## config.mk

```make
export PLATFORM = sky130hd
export DESIGN_NAME = rv32i_inst_encoder
export DESIGN_NICKNAME = d
export VERILOG_FILES = /design/src/rtl/rv32i_pkg.sv /design/src/rtl/rv32i_pack.sv /design/src/rtl/rv32i_inst_encoder.sv
export SDC_FILE = /design/constraint.sdc
export NUM_CORES = 1
export LEC_CHECK = 0
export CAP_MARGIN = 20
export CORE_MARGIN = 1.5
export CORE_UTILIZATION = 50
export DETAILED_ROUTE_END_ITERATION = 12
export MAX_ROUTING_LAYER = met4
export PLACE_DENSITY = 0.75
export SLEW_MARGIN = 20
export SYNTH_ARGS = -nofsm -noshare
export SYNTH_HDL_FRONTEND = slang
export SYNTH_SLANG_ARGS = --single-unit
```

## constraint.sdc

```tcl
create_clock -name clk -period 4.1 [get_ports clk]
set_input_delay 0.41 -clock clk [delete_from_list [all_inputs] [get_ports clk]]
set_output_delay 0.41 -clock clk [all_outputs]
set_load 0.01 [all_outputs]
```

## src/rtl/rv32i_pkg.sv

```systemverilog
// rv32i_pkg
// Shared RV32I definitions for the instruction encoder:
//   inst_fmt_e - instruction format selector (R/I/S/B/U/J, codes 6..7 invalid)
//   OP_*       - opcode constants for the common base-ISA groups
//   NOP        - canonical ADDI x0,x0,0 emitted for an unknown format
package rv32i_pkg;

  typedef enum logic [2:0] {
    FMT_R = 3'd0,
    FMT_I = 3'd1,
    FMT_S = 3'd2,
    FMT_B = 3'd3,
    FMT_U = 3'd4,
    FMT_J = 3'd5
  } inst_fmt_e;

  localparam logic [6:0] OP_IMM    = 7'h13;
  localparam logic [6:0] OP_BRANCH = 7'h63;
  localparam logic [6:0] OP_REG    = 7'h33;
  localparam logic [6:0] OP_STORE  = 7'h23;
  localparam logic [6:0] OP_LUI    = 7'h37;
  localparam logic [6:0] OP_JAL    = 7'h6F;

  localparam logic [31:0] NOP = 32'h0000_0013;

endpackage

```

## src/rtl/rv32i_pack.sv

```systemverilog
// rv32i_pack
// Purely combinational packer: turns decoded instruction fields into one
// RV32I instruction word and flags immediate problems.
// Ports:
//   fmt     in  3   format code (inst_fmt_e encoding)
//   opcode  in  7   opcode[6:0]
//   funct3  in  3   funct3 (unused for U/J)
//   funct7  in  7   funct7 (R only)
//   rd      in  5   destination (unused for S/B)
//   rs1     in  5   source 1 (unused for U/J)
//   rs2     in  5   source 2 (R/S/B only)
//   imm     in  32  full signed byte immediate
//   inst    out 32  packed instruction word
//   err     out 1   invalid format, or immediate out of range when enabled
// Build option: define IMM_RANGE_CHECK_EN to flag immediates that do not fit
// their format (the word is still built from the truncated bits).
module rv32i_pack
  import rv32i_pkg::*;
(
  input  logic [2:0]  fmt,
  input  logic [6:0]  opcode,
  input  logic [2:0]  funct3,
  input  logic [6:0]  funct7,
  input  logic [4:0]  rd,
  input  logic [4:0]  rs1,
  input  logic [4:0]  rs2,
  input  logic [31:0] imm,
  output logic [31:0] inst,
  output logic        err
);

  logic fmt_err;
  logic imm_err;

  // Field placement for each format; unknown formats collapse to a NOP so a
  // bad loader entry can never produce an unintended instruction.
  always_comb begin
    inst    = NOP;
    fmt_err = 1'b0;
    case (fmt)
      FMT_R:   inst = {funct7, rs2, rs1, funct3, rd, opcode};
      FMT_I:   inst = {imm[11:0], rs1, funct3, rd, opcode};
      FMT_S:   inst = {imm[11:5], rs2, rs1, funct3, imm[4:0], opcode};
      FMT_B:   inst = {imm[12], imm[10:5], rs2, rs1, funct3, imm[4:1], imm[11], opcode};
      FMT_U:   inst = {imm[31:12], rd, opcode};
      FMT_J:   inst = {imm[20], imm[10:1], imm[11], imm[19:12], rd, opcode};
      default: begin
        inst    = NOP;
        fmt_err = 1'b1;
      end
    endcase
  end

`ifdef IMM_RANGE_CHECK_EN
  // An immediate fits an N-bit signed field when every bit above the field's
  // sign bit equals that sign bit; B and J offsets must also be even.
  always_comb begin
    imm_err = 1'b0;
    case (fmt)
      FMT_I, FMT_S: imm_err = (imm[31:11] != {21{imm[11]}});
      FMT_B:        imm_err = (imm[31:12] != {20{imm[12]}}) || imm[0];
      FMT_J:        imm_err = (imm[31:20] != {12{imm[20]}}) || imm[0];
      FMT_U:        imm_err = (imm[11:0] != 12'd0);
      default:      imm_err = 1'b0;
    endcase
  end
`else
  assign imm_err = 1'b0;
`endif

  assign err = fmt_err | imm_err;

endmodule

```

## src/rtl/rv32i_inst_encoder.sv

```systemverilog
// rv32i_inst_encoder
// Packs decoded instruction fields into RV32I words through a 2-entry output
// buffer, tagging each word with its instruction-memory byte address.
// Ports:
//   clk, rst            clock, synchronous active-high reset
//   in_valid/in_ready   field-set handshake (ready whenever buffer not full)
//   in_fmt .. in_imm    decoded fields, see rv32i_pack
//   out_valid/out_ready word handshake, head entry shown on out_*
//   out_inst            encoded word
//   out_addr            byte address of out_inst (ADDR_W bits, wraps)
//   out_err             format / immediate error flag for this word
// Build option: IMM_RANGE_CHECK_EN enables immediate range flagging.
module rv32i_inst_encoder
  import rv32i_pkg::*;
#(
  parameter int                ADDR_W    = 32,
  parameter logic [ADDR_W-1:0] BASE_ADDR = '0
) (
  input  logic              clk,
  input  logic              rst,
  input  logic              in_valid,
  output logic              in_ready,
  input  logic [2:0]        in_fmt,
  input  logic [6:0]        in_opcode,
  input  logic [2:0]        in_funct3,
  input  logic [6:0]        in_funct7,
  input  logic [4:0]        in_rd,
  input  logic [4:0]        in_rs1,
  input  logic [4:0]        in_rs2,
  input  logic [31:0]       in_imm,
  output logic              out_valid,
  input  logic              out_ready,
  output logic [31:0]       out_inst,
  output logic [ADDR_W-1:0] out_addr,
  output logic              out_err
);

  logic [31:0]       enc_inst;
  logic              enc_err;

  logic [1:0]        count_q, count_d;
  logic [31:0]       inst_q [2];
  logic [31:0]       inst_d [2];
  logic [ADDR_W-1:0] addr_q [2];
  logic [ADDR_W-1:0] addr_d [2];
  logic              err_q  [2];
  logic              err_d  [2];
  logic [ADDR_W-1:0] pc_q, pc_d;

  logic              push;
  logic              pop;

  rv32i_pack u_pack (
    .fmt    (in_fmt),
    .opcode (in_opcode),
    .funct3 (in_funct3),
    .funct7 (in_funct7),
    .rd     (in_rd),
    .rs1    (in_rs1),
    .rs2    (in_rs2),
    .imm    (in_imm),
    .inst   (enc_inst),
    .err    (enc_err)
  );

  assign in_ready  = (count_q != 2'd2);
  assign out_valid = (count_q != 2'd0);
  assign push      = in_valid && in_ready;
  assign pop       = out_valid && out_ready;

  // Slot 0 is always the head. A pop shifts slot 1 down first, then a push
  // lands in the first free slot of the post-pop occupancy, so push+pop at
  // one entry replaces the head in the same cycle.
  always_comb begin
    logic [1:0] level;
    count_d = count_q;
    inst_d  = inst_q;
    addr_d  = addr_q;
    err_d   = err_q;
    pc_d    = pc_q;
    level   = count_q;

    if (pop) begin
      inst_d[0] = inst_q[1];
      addr_d[0] = addr_q[1];
      err_d[0]  = err_q[1];
      level     = count_q - 2'd1;
    end

    if (push) begin
      inst_d[level[0]] = enc_inst;
      addr_d[level[0]] = pc_q;
      err_d[level[0]]  = enc_err;
      level            = level + 2'd1;
      pc_d             = pc_q + ADDR_W'(4);
    end

    count_d = level;
  end

  // Buffer, occupancy and address counter registers.
  always_ff @(posedge clk) begin
    if (rst) begin
      count_q   <= 2'd0;
      inst_q[0] <= '0;
      inst_q[1] <= '0;
      addr_q[0] <= BASE_ADDR;
      addr_q[1] <= BASE_ADDR;
      err_q[0]  <= 1'b0;
      err_q[1]  <= 1'b0;
      pc_q      <= BASE_ADDR;
    end else begin
      count_q <= count_d;
      inst_q  <= inst_d;
      addr_q  <= addr_d;
      err_q   <= err_d;
      pc_q    <= pc_d;
    end
  end

  assign out_inst = inst_q[0];
  assign out_addr = addr_q[0];
  assign out_err  = err_q[0];

endmodule

```

* Yosys cells after proc, flatten, opt, wreduce, memory -nomap -nowiden
Index checks and enable logic that the tools add are counted.
Storage, ports and cells: output and inout port bits 67, input port bits 71, register bits 164, logic and storage cells 43
Operators by class: multiplexer cells 17, equality and inequality tests 6, bitwise gates (word level) 1, reductions and logical operators 6, magnitude comparators 2, add/subtract/negate cells 3
Operators with widths (count):
- case mux 32 bit (6 select lines) | 1
- bitwise mux 64 bit | 2
- two-way mux 64 bit | 2
- two-way mux 32 bit | 3
- adder 32 x 3 -> 32 bit, second input constant | 1
- demux 32 bit (select 1 bit) | 1
- equality test 3 x 2 -> 1 bit, second input constant | 2
- equality test 3 bit, second input constant | 2
- two-way mux 2 bit | 3
- OR reduction 6 bit | 1
- equality test 3 x 1 -> 1 bit, second input constant | 1
- logical AND 1 bit | 3
- zero test 3 bit | 1
- two-way mux 1 bit | 3
- adder 2 x 1 -> 2 bit, second input constant | 1
- bitwise mux 2 bit | 1
- greater-or-equal comparator 2 bit, second input constant | 1
- < comparator 2 x 1 -> 1 bit, second input constant | 1
- != test 2 bit, second input constant | 1
- NOT 1 -> 2 bit | 1
- nonzero test 2 bit | 1
- subtractor 2 x 1 -> 2 bit, second input constant | 1
- demux 1 bit (select 1 bit) | 1

* Depth between registers and ports, before layout
word-level depth 10, mapped depth 13, gate-level depth less buffers 8

* Hierarchy
Synthesis repeated with hierarchy kept, for this count alone.
Unflattened totals: cells, all modules 885, area total of the unflattened synthesis 7911.3 sq um
By module, submodules not included:
- rv32i_inst_encoder | area each 7315.8 sq um, instances 1, seq. area each 3243.1 sq um, cells each 794
- rv32i_pack | area each 595.6 sq um, instances 1, seq. area each 0.0 sq um, cells each 91

* Least setup slack after synthesis
Ideal clock, no wire load.
path kind register to register, start register count_q[0], end register with a tool-made name, required time 3972 ps, path buffers 5, clock period less this slack 2889 ps, setup time 128 ps, path slack 1211 ps, stages on the path, launching flop included 14, data arrival time 2762 ps, cells stage by stage dfxtp_1 inv_1 ha_1 nand2b_1 buf_2 xnor2_1 inv_2 clkbuf_1 ha_1 clkbuf_1 clkbuf_1 buf_1 mux2i_1 nor2_1
RTL lines:
- start, declared | line rv32i_inst_encoder.sv:41 | logic [1:0] count_q, count_d;
- start signal, assigned | line rv32i_inst_encoder.sv:113 | count_q <= count_d;

* Worst setup path in the final report
start register count_q[0], end register count_q[1]
Between the ends: cells in the longest elaborated chain, start to end 5, elaborated cells between the ends (all ways) 8, those cells by class add/sub (2); eq/ne (1); mux (2); reduce/logical (3)
Ends and longest elaborated chain:
- branches (longest 4 deep; another with subtractor 2 x 1 -> 2 bit)
- two-way mux 2 bit * | line rv32i_inst_encoder.sv:90 | if (push) begin
Mark *: on every way between the ends. A chain may end at the register's enable or synchronous reset.

==> qor.csv <==
metric,value,unit
crit_chain,"inv_1, ha_1, nand2b_4, buf_4, mux2_2, a32o_1, a311oi_1",
grt_overflow_total,0,
setup_viol,0,
skew,7.22,ps
synth_edf_count,0,
crit_fanout,43,
combPwrFrac,38.7,%
wl_per_cell,17.3,um
cts_made_buffers,17,
yosys_warnings,0,
rsz0062_at_grt,false,
yosysTopAreaCell,dfxtp_1,
r2r_slack,1340,ps
grt_util_met1,31.9,%
drtAntennaViolNets,0,
tritoncts,built,
hp-class,reg -> reg,
yosysUniqueCellTypes,47,
p_sw,2.04,mW
relSlewSlack,31.3,%
grtUsageMet2,37.7,%
cts.path.max_buffers,2,
grt_max_degree,95,
dp_hpwl,12.4,mm
yosys-top-cells-area,"dfxtp_1, mux2i_1, a211oi_1, buf_4, nor2_1",
clkPwrFrac,26.4,%
syn_area_per_cell,9.10,sq um
synth_area,7770,sq um
syn_nets,929,
period_needed,2760,ps
power.internal,4.01,mW
synth_fa_ha_area_share,0.644,%
synth_top_area_share,41.7,%
routed_wl,18.8,mm
h-tree-depth,4,
p_sw_share,33.7,%
utilization,61.6,%
post-route-period-util,67.4,%
synth_seq_area_share,41.7,%
synthArstFlopShare,0,%
clock-sinks,162,
start_util,51.1,%
p_leak,3.54,nW
grt_pass1_wl,30.4,mm
yosys.area_share.simple,16.5,%
antenna_found_initial,0,
use_met3,4.26,%
drtIter0Drc,382,
die_w,128,um
critPathCaptureType,flop,
worst-slew-pin-transition,1030,ps
dieArea,16300,sq um
clock_latency,420,ps
slowest_delay,690,ps
track_usage,23.8,%
status,"finished, final reports clean",
area_growth,20.5,%
grt_pass1_vias,5788,
layout-drive-gt1-share,7.68,%
ys_ff_latch,162,
synthFlopType,dfxtp_1,
path_clk_slew,60,ps
power_density,646,nW/um^2
power.share.sequential,35.0,%
io_buffers,137,
critPathRequiredTime,4420,ps
synth_top_family_by_area,simple AND/OR/NAND/NOR gates,
synth-xor-area-share,1.46,%
diodes,0,
hold_viol_final,0,
synthCells,854,
ctsRootBufferMaster,clkbuf_16,
num-nets-final,961,
busiest_layer,met2,
max_cap_viol_count,0,
critPathKind,reg -> reg,
vdd_ir_drop_max,0.378,mV
dieHeight,128,um
fillers,1245,
dr_total_vias,6231,
fmax,362,MHz
final_max_slew_viol_count,0,
critical_path_arrival,3080,ps
cts_setup_buffers,0,
synth_mux_area_share,13.3,%
start_kind,flop,
drt-pass1-iter-count,4,
drc_errors,0,
gp_congestion,0.809,
setup_tns,0,ps
hold_buffers,0,
core,15200,sq um
critPathSlowestCell,buf_4,
vias_per_cell,5.73,
cts_resized,0,
rows,45,
synth_compound_area_share,16.1,%
io_pins,138,
per-stage QoR:
stage	std cells	total power, mW	hold WS [ps]	cell area, sq um	setup WS, ps
after floorplan	854	3.83	429	7770	1210
after global placement	1055	4.44	446	8760	1220
after detailed placement	1055	4.48	446	8760	1140
after CTS	1087	6.09	462	9370	1330
after global routing	1087	6.36	487	9370	1190
final	1087	6.05	457	9370	1340
critical path: cells and delay by family (launching register included):
kind                       cells  cell delay [ps]
AOI/OAI and AO/OA              2              450
DFF                            1              320
and+or+nand+nor                1              450
buffers and inverters          2              810
muxes                          1              410
adders and majority gates      1              210
power by group through the flow:
stage	combinational, mW	sequential (mW)	clock (mW)
after floorplan	1.75	2.08	0
after global placement	2.30	2.14	0
after detailed placement	2.34	2.14	0
after CTS	2.35	2.12	1.62
after global routing	2.53	2.15	1.68
final	2.34	2.12	1.60
final cells by class:
class	instances	area [sq um]	area share [%]
flip-flops and latches	162	3240	34.6
clock buffers	25	505	5.40
clock inverters	7	96.3	1.03
well taps	188	235	2.51
inverters	10	37.5	0.401
repair buffers	148	1490	15.9
multi-input cells	547	3760	40.1
synth_stat cells, drive strengths merged, types with 13 or more instances:
master and number:
nand2 26, a211oi 95, mux2i 94, a21oi 41
buf 83, dfxtp 162, nor2 82, nand4 13
and3 22, nor3 35, a22oi 19, clkbuf 52
per-layer routing:
| layer | vias to the layer above | routed length (um) |
|---|---|---|
| met5 | - | 0 |
| met4 | 0 | 227 |
| met3 | 17 | 620 |
| met2 | 116 | 8670 |
| met1 | 2970 | 9240 |
| li1 | 3128 | - |
cells in the final DEF (no fill, tap or decap), types with 2 or more instances in the layout:
| cell type | Yosys | final |
|---|---|---|
| or3_1 | 5 | 5 |
| a22oi_1 | 19 | 19 |
| clkinvlp_4 | 0 | 3 |
| a22o_1 | 5 | 5 |
| nand3_1 | 11 | 11 |
| nand2_1 | 25 | 24 |
| nand4_1 | 12 | 12 |
| and4_1 | 2 | 2 |
| or3b_2 | 6 | 6 |
| dfxtp_1 | 162 | 162 |
| buf_4 | 64 | 9 |
| xor2_1 | 7 | 7 |
| a211oi_1 | 95 | 95 |
| or4_2 | 2 | 2 |
| nor2b_1 | 4 | 4 |
| buf_12 | 0 | 3 |
| nor3_1 | 35 | 35 |
| and2_1 | 3 | 3 |
| o21ai_0 | 6 | 6 |
| clkbuf_8 | 0 | 5 |
| clkbuf_16 | 0 | 17 |
| bufinv_16 | 0 | 2 |
| nand3b_1 | 6 | 6 |
| or4_1 | 10 | 10 |
| inv_1 | 8 | 8 |
| ha_1 | 4 | 3 |
| mux2i_1 | 94 | 94 |
| nand2_2 | 1 | 2 |
| nor2_1 | 82 | 82 |
| clkbuf_1 | 51 | 3 |
| mux2_2 | 8 | 8 |
| nor4_1 | 8 | 8 |
| o31ai_1 | 11 | 11 |
| xnor2_1 | 6 | 6 |
| nand2b_1 | 7 | 5 |
| a21oi_1 | 41 | 41 |
| and3_1 | 21 | 21 |
| inv_2 | 2 | 2 |
| clkdlybuf4s50_1 | 0 | 136 |
path summary, 6_finish.rpt:
| kind | start | cells after the start | to |
|---|---|---|---|
| worst max-delay path | count_q[0]$_SDFF_PP0_ | 7 | count_q[1]$_SDFF_PP0_ |
| worst min-delay path | addr_q[0]$_SDFFE_PP0P_ | 1 | addr_q[0]$_SDFFE_PP0P_ |
| worst max register to register | count_q[0]$_SDFF_PP0_ | 7 | count_q[1]$_SDFF_PP0_ |
| worst min register to register | addr_q[0]$_SDFFE_PP0P_ | 1 | addr_q[0]$_SDFFE_PP0P_ |
cells by family after synthesis:
| logic type | Yosys count |
|---|---|
| and+or+nand+nor | 247 |
| AOI/OAI and AO/OA | 181 |
| DFF | 162 |
| buffers and inverters | 145 |
| muxes | 102 |
| xor gates and xnor gates | 13 |
| adders and majority gates | 4 |
Power figures use the tool's default switching activity.
